==> config.mk <==
export PLATFORM = sky130hd
export DESIGN_NAME = encoder_8b10b_lanes
export DESIGN_NICKNAME = d
export VERILOG_FILES = /design/src/rtl/encoder_8b10b_lanes.sv
export SDC_FILE = /design/constraint.sdc
export NUM_CORES = 1
export LEC_CHECK = 0
export BUFFER_PORTS_ARGS = -buffer_cell sky130_fd_sc_hd__buf_2
export CAP_MARGIN = 30
export CORE_ASPECT_RATIO = 1.75
export CORE_MARGIN = 3
export CORE_UTILIZATION = 25
export CTS_CLUSTER_SIZE = 10
export DETAILED_ROUTE_END_ITERATION = 16
export PLACE_DENSITY = 0.46
export SKIP_CTS_REPAIR_TIMING = 1
export SYNTH_ARGS = -nofsm -noshare
export SYNTH_HDL_FRONTEND = slang
export SYNTH_SLANG_ARGS = --single-unit
==> constraint.sdc <==
create_clock -name clk_i -period 32.2 [get_ports clk_i]
set_input_delay 3.22 -clock clk_i [delete_from_list [all_inputs] [get_ports clk_i]]
set_output_delay 3.22 -clock clk_i [all_outputs]
set_load 0.02 [all_outputs]
==> src/rtl/encoder_8b10b_lanes.sv <==
`default_nettype none
// ============================================================================
// Module  : encoder_8b10b_lanes
// Multi-lane pipelined 8b/10b encoder; running disparity chained lane 0 -> LANES-1.
// Option  : define ENC8B10B_KCHECK_EN to flag illegal K codes on k_err_o.
// Rev     : 1.0  initial release
// ============================================================================
module encoder_8b10b_lanes #(
  parameter int LANES  = 2,
  parameter int REG_IN = 1
) (
  input  logic                  clk_i,
  input  logic                  rst_ni,
  input  logic                  s_valid_i,
  output logic                  s_ready_o,
  input  logic [8*LANES-1:0]    s_data_i,
  input  logic [LANES-1:0]      s_k_i,
  output logic                  m_valid_o,
  input  logic                  m_ready_i,
  output logic [10*LANES-1:0]   m_data_o,
  output logic                  m_rd_o,
  output logic [LANES-1:0]      k_err_o
);

  // RD- form of the 6b code for each 5-bit value x = EDCBA
  function automatic logic [5:0] tab6(input logic [4:0] x);
    logic [5:0] c;
    case (x)
      5'd0:  c = 6'b100111;  5'd1:  c = 6'b011101;  5'd2:  c = 6'b101101;  5'd3:  c = 6'b110001;
      5'd4:  c = 6'b110101;  5'd5:  c = 6'b101001;  5'd6:  c = 6'b011001;  5'd7:  c = 6'b111000;
      5'd8:  c = 6'b111001;  5'd9:  c = 6'b100101;  5'd10: c = 6'b010101;  5'd11: c = 6'b110100;
      5'd12: c = 6'b001101;  5'd13: c = 6'b101100;  5'd14: c = 6'b011100;  5'd15: c = 6'b010111;
      5'd16: c = 6'b011011;  5'd17: c = 6'b100011;  5'd18: c = 6'b010011;  5'd19: c = 6'b110010;
      5'd20: c = 6'b001011;  5'd21: c = 6'b101010;  5'd22: c = 6'b011010;  5'd23: c = 6'b111010;
      5'd24: c = 6'b110011;  5'd25: c = 6'b100110;  5'd26: c = 6'b010110;  5'd27: c = 6'b110110;
      5'd28: c = 6'b001110;  5'd29: c = 6'b101110;  5'd30: c = 6'b011110;  default: c = 6'b101011;
    endcase
    return c;
  endfunction

  // Returns {rd_out, abcdei, fghj}
  function automatic logic [10:0] enc_byte(input logic [7:0] b, input logic k, input logic rd);
    logic [4:0] x;
    logic [2:0] y;
    logic       is28, a7, rd6, rdo;
    logic [5:0] c6;
    logic [3:0] c4;
    x    = b[4:0];
    y    = b[7:5];
    is28 = k && (x == 5'd28);
    c6   = is28 ? 6'b001111 : tab6(x);
    if (rd && (($countones(c6) != 3) || (c6 == 6'b111000))) c6 = ~c6;
    rd6  = rd ^ ($countones(c6) != 3);
    // Alternate x.A7 avoids a run of five identical bits across the sub-block boundary
    a7   = k || (!rd6 && (x == 5'd17 || x == 5'd18 || x == 5'd20))
             || ( rd6 && (x == 5'd11 || x == 5'd13 || x == 5'd14));
    case (y)
      3'd0:    c4 = 4'b1011;
      3'd1:    c4 = 4'b1001;
      3'd2:    c4 = 4'b0101;
      3'd3:    c4 = 4'b1100;
      3'd4:    c4 = 4'b1101;
      3'd5:    c4 = 4'b1010;
      3'd6:    c4 = 4'b0110;
      default: c4 = a7 ? 4'b0111 : 4'b1110;
    endcase
    if (is28 && (y == 3'd1 || y == 3'd2 || y == 3'd5 || y == 3'd6)) c4 = ~c4;
    if (rd6 && (is28 || ($countones(c4) != 2) || (c4 == 4'b1100))) c4 = ~c4;
    rdo  = rd6 ^ ($countones(c4) != 2);
    return {rdo, c6, c4};
  endfunction

  logic                  out_ready;
  logic                  src_valid;
  logic [8*LANES-1:0]    src_data;
  logic [LANES-1:0]      src_k;

  assign out_ready = ~m_valid_o | m_ready_i;

  generate
    if (REG_IN != 0) begin : g_reg_in
      logic               in_valid_q;
      logic [8*LANES-1:0] in_data_q;
      logic [LANES-1:0]   in_k_q;

      always_ff @(posedge clk_i or negedge rst_ni) begin
        if (!rst_ni) begin
          in_valid_q <= 1'b0;
          in_data_q  <= '0;
          in_k_q     <= '0;
        end else if (s_ready_o) begin
          in_valid_q <= s_valid_i;
          if (s_valid_i) begin
            in_data_q <= s_data_i;
            in_k_q    <= s_k_i;
          end
        end
      end

      assign s_ready_o = ~in_valid_q | out_ready;
      assign src_valid = in_valid_q;
      assign src_data  = in_data_q;
      assign src_k     = in_k_q;
    end else begin : g_no_reg_in
      assign s_ready_o = out_ready;
      assign src_valid = s_valid_i;
      assign src_data  = s_data_i;
      assign src_k     = s_k_i;
    end
  endgenerate

  logic                  rd_q, rd_d;
  logic                  m_valid_q;
  logic [10*LANES-1:0]   m_data_q, m_data_d;

  always_comb begin
    logic [10:0] r;
    r        = '0;
    rd_d     = rd_q;
    m_data_d = '0;
    for (int i = 0; i < LANES; i++) begin
      r = enc_byte(src_data[8*i +: 8], src_k[i], rd_d);
      m_data_d[10*i +: 10] = r[9:0];
      rd_d = r[10];
    end
  end

  // RD advances only when a word actually enters the output register
  always_ff @(posedge clk_i or negedge rst_ni) begin
    if (!rst_ni) begin
      m_valid_q <= 1'b0;
      m_data_q  <= '0;
      rd_q      <= 1'b0;
    end else if (out_ready) begin
      m_valid_q <= src_valid;
      if (src_valid) begin
        m_data_q <= m_data_d;
        rd_q     <= rd_d;
      end
    end
  end

  assign m_valid_o = m_valid_q;
  assign m_data_o  = m_data_q;
  assign m_rd_o    = rd_q;

`ifdef ENC8B10B_KCHECK_EN
  function automatic logic k_bad(input logic [7:0] b, input logic k);
    return k && !((b[4:0] == 5'd28) || (b == 8'hF7) || (b == 8'hFB) ||
                  (b == 8'hFD) || (b == 8'hFE));
  endfunction

  logic [LANES-1:0] k_err_q, k_err_d;

  always_comb begin
    k_err_d = '0;
    for (int i = 0; i < LANES; i++) k_err_d[i] = k_bad(src_data[8*i +: 8], src_k[i]);
  end

  always_ff @(posedge clk_i or negedge rst_ni) begin
    if (!rst_ni)                     k_err_q <= '0;
    else if (out_ready && src_valid) k_err_q <= k_err_d;
  end

  assign k_err_o = k_err_q;
`else
  assign k_err_o = '0;
`endif

endmodule
`default_nettype wire

==> impl_metrics.tcl <==
set metrics [dict create \
    dieArea_sq_um 17430 \
    worstPathBufferInverterCount 11 \
    fin_crit_sh 0.5167 \
    timing.critical_path.to "m_rd_o" \
    drt_iter0_drc 74 \
    port_buffers 44 \
    drv_slew 0 \
    hold_viol 0 \
    cts_root_buffer "clkbuf_16" \
    die_y_microns 172.4 \
    initial_utilization 0.2557 \
    crit_fanout 10 \
    grt_max_degree 25 \
    worst_pin_slew_ns 0.8414 \
    vias 3179 \
    nets 539 \
    dpl.hpwl_microns 7563 \
    holdCritStartpoint "m_data_o[15]" \
    synthToLayoutAreaGrowth_pct 12.59 \
    netlist_area_sq_um 3955 \
    ys_async_sr_fraction 1.000 \
    ys_warn_count 0 \
    placed_area_sq_um 4314 \
    h-tree-depth 2 \
    grt_pass1_vias 3247 \
    maxCapViolCount 0 \
    row_count 60 \
    synth_edf_count 0 \
    cts_tree "yes" \
    cp-startpoint "g_reg_in.in_data_q[0]" \
    yosysSeqAreaShare 0.2594 \
    overflow 0 \
    rsz0062_at_grt "false" \
    crit_type "register to register" \
    wl_per_cell_microns 14.30 \
    setup_slack_ns 15.56 \
    route.detailed.drc 0 \
    r2r_end "m_rd_o" \
    cts_buffer_depth 2 \
    io_pins 47 \
    skew_ns 0.006720 \
    slowest_delay_ns 0.57 \
    core_area_sq_um 15460 \
    period_needed_ns 16.64 \
    setup_viol 0 \
    ys_types 67 \
    fillers 1669 \
    drt-total-wl_microns 9364 \
    cts.sink_count 41 \
    critPathLaunchType "register" \
    cts.clk_slew.worst_paths_ns 0.06 \
    dp_slack_ns 15.54 \
    fin_area_sq_um 4453 \
    reg2regPathDepth 72 \
    fin_setup_tns_ns 0 \
    n_antenna_cell 0 \
    drt-vias-per-instance 4.853 \
    r2r-start "g_reg_in.in_data_q[0]" \
    gp_congestion 0.8205 \
    cts_inserted_buffers 5 \
    crit_required_ns 32.34 \
    hold_class "register to register" \
    firstDrtPassIters 4 \
    max_slew_margin 0.4377 \
    path_depth 72 \
    ys_seq_elements 41 \
    drive_gt1_frac 0.1898 \
    max_freq_mhz 60.10 \
    crit_slowest_cell "fa_1" \
    worstPathArrival_ns 16.78 \
    cpMostUsedCell "ha_1" \
    end_kind "register" \
    ant_nets 0 \
    worst-r2r-setup-slack_ns 15.56 \
    grt_pass1_wl_microns 15950 \
    synthCells 440 \
    antenna_found_initial 0 \
    clk_latency_ns 0.29 \
    crit_family "adder cells" \
    syn_area_per_cell_sq_um 8.989 \
    grt.total_usage 0.1147 \
    die_x_microns 101.1 \
    synth_flop_cell "dfrtp_1" \
    status "finished clean" \
]
[registers in the layout (all words and copies together), names as in the netlist]
| signal | cells |
|---|---|
| g_reg_in.in_data_q | 16 |
| g_reg_in.in_valid_q | 1 |
| m_data_o | 20 |
| m_valid_o | 1 |
| g_reg_in.in_k_q | 2 |
| m_rd_o | 1 |
[metrics by stage]
stage	instances	hold slack (ns)	util
2_1_floorplan	441	0.4711	-
3_3_place_gp	646	0.4626	0.2772
3_5_place_dp	647	0.4614	0.2790
4_1_cts	655	0.4770	0.2879
5_1_grt	655	0.5145	0.2879
6_report	655	0.4683	0.2879
[worst reg2reg max path: cells and delay by family, from the launching register on]
family	cells	cell delay, ns
buffers and inverters	11	0.78
AOI/OAI and AO/OA	14	2.74
adders and majority gates	25	7.99
and+or+nand+nor	15	3.09
muxes	1	0.29
xor gates and xnor gates	6	1.12
DFF	1	0.49
[Yosys cell counts (3+ instances only)]
library cell,count,area [sq um]
inv_1,30,112.6
a31oi_1,11,68.82
mux2_2,21,236.5
buf_2,10,50.05
o31ai_1,7,52.55
fa_1,12,240.2
a211o_1,4,35.03
clkbuf_1,10,37.54
a211oi_1,5,37.54
nor2_1,29,108.9
o21ai_0,16,80.08
nand2b_1,16,100.1
xnor2_1,14,122.6
nand3b_1,3,22.52
or3_1,4,25.02
nor3b_1,6,45.04
nor2b_1,10,62.56
nand2_1,41,153.9
mux2i_1,5,50.05
and2_1,7,43.79
nand3_1,8,40.04
o311ai_0,3,26.28
ha_1,37,462.9
nor3_1,8,40.04
a21o_1,5,37.54
o211ai_1,5,37.54
dfrtp_1,41,1026
buf_4,3,22.52
a21oi_1,20,100.1
[worst min path at each step]
| stage | end | slack [ns] | cells past startpoint |
|---|---|---|---|
| global placement | m_data_o[15] | 0.46 | 2 |
| finish | m_data_o[15] | 0.47 | 2 |
| floorplan | m_valid_o | 0.47 | 1 |
| CTS | m_data_o[15] | 0.48 | 2 |
| detailed placement | m_data_o[15] | 0.46 | 2 |
| global route | m_data_o[5] | 0.51 | 2 |
[layer usage]
layer | vias up | track usage | share of wire
met2 | 52 | 0.2286 | 0.57
met5 | - | 0 | 0
met1 | 1518 | 0.1184 | 0.38
met3 | 14 | 0.01615 | 0.029
li1 | 1595 | - | -
met4 | 0 | 0.03877 | 0.024
[cells in the final DEF, fill, tap and decap left out, drive strengths merged, types with 13 or more instances in the layout]
cell type	Yosys	routed
nor2	29	29
ha	37	37
a31oi	13	13
nand2	41	41
buf	15	45
inv	30	30
mux2	21	21
nand2b	16	16
xnor2	14	14
dfrtp	41	41
o21ai	19	19
a21oi	20	20
[cell families (layout without fill, tap and decap cells)]
family | count (synthesis) | after routing | share of synthesized area
other | 1 | 2 | 0.0009482
adder cells (fa/ha/maj) | 51 | 51 | 0.1829
flip-flops | 41 | 41 | 0.2594
multiplexers | 26 | 26 | 0.07245
AO/OA/AOI/OAI | 103 | 103 | 0.1879
AND/OR/NAND/NOR | 145 | 145 | 0.1892
XOR/XNOR | 18 | 18 | 0.04714
buffers and inverters | 55 | 83 | 0.06011
[final cells by class]
type | count | area [sq um] | share of cell area
multi-input cells | 345 | 2695 | 0.6052
clock buffers | 6 | 128.9 | 0.02894
inverters | 30 | 112.6 | 0.02529
repair buffers | 45 | 247.7 | 0.05563
well taps | 186 | 232.7 | 0.05226
flip-flops and latches | 41 | 1026 | 0.2304
clock inverters | 2 | 10.01 | 0.002248
Power is left out: the tool's default activity adds up to more than one toggle a clock period on the data nets, which glitch-free logic cannot reach.
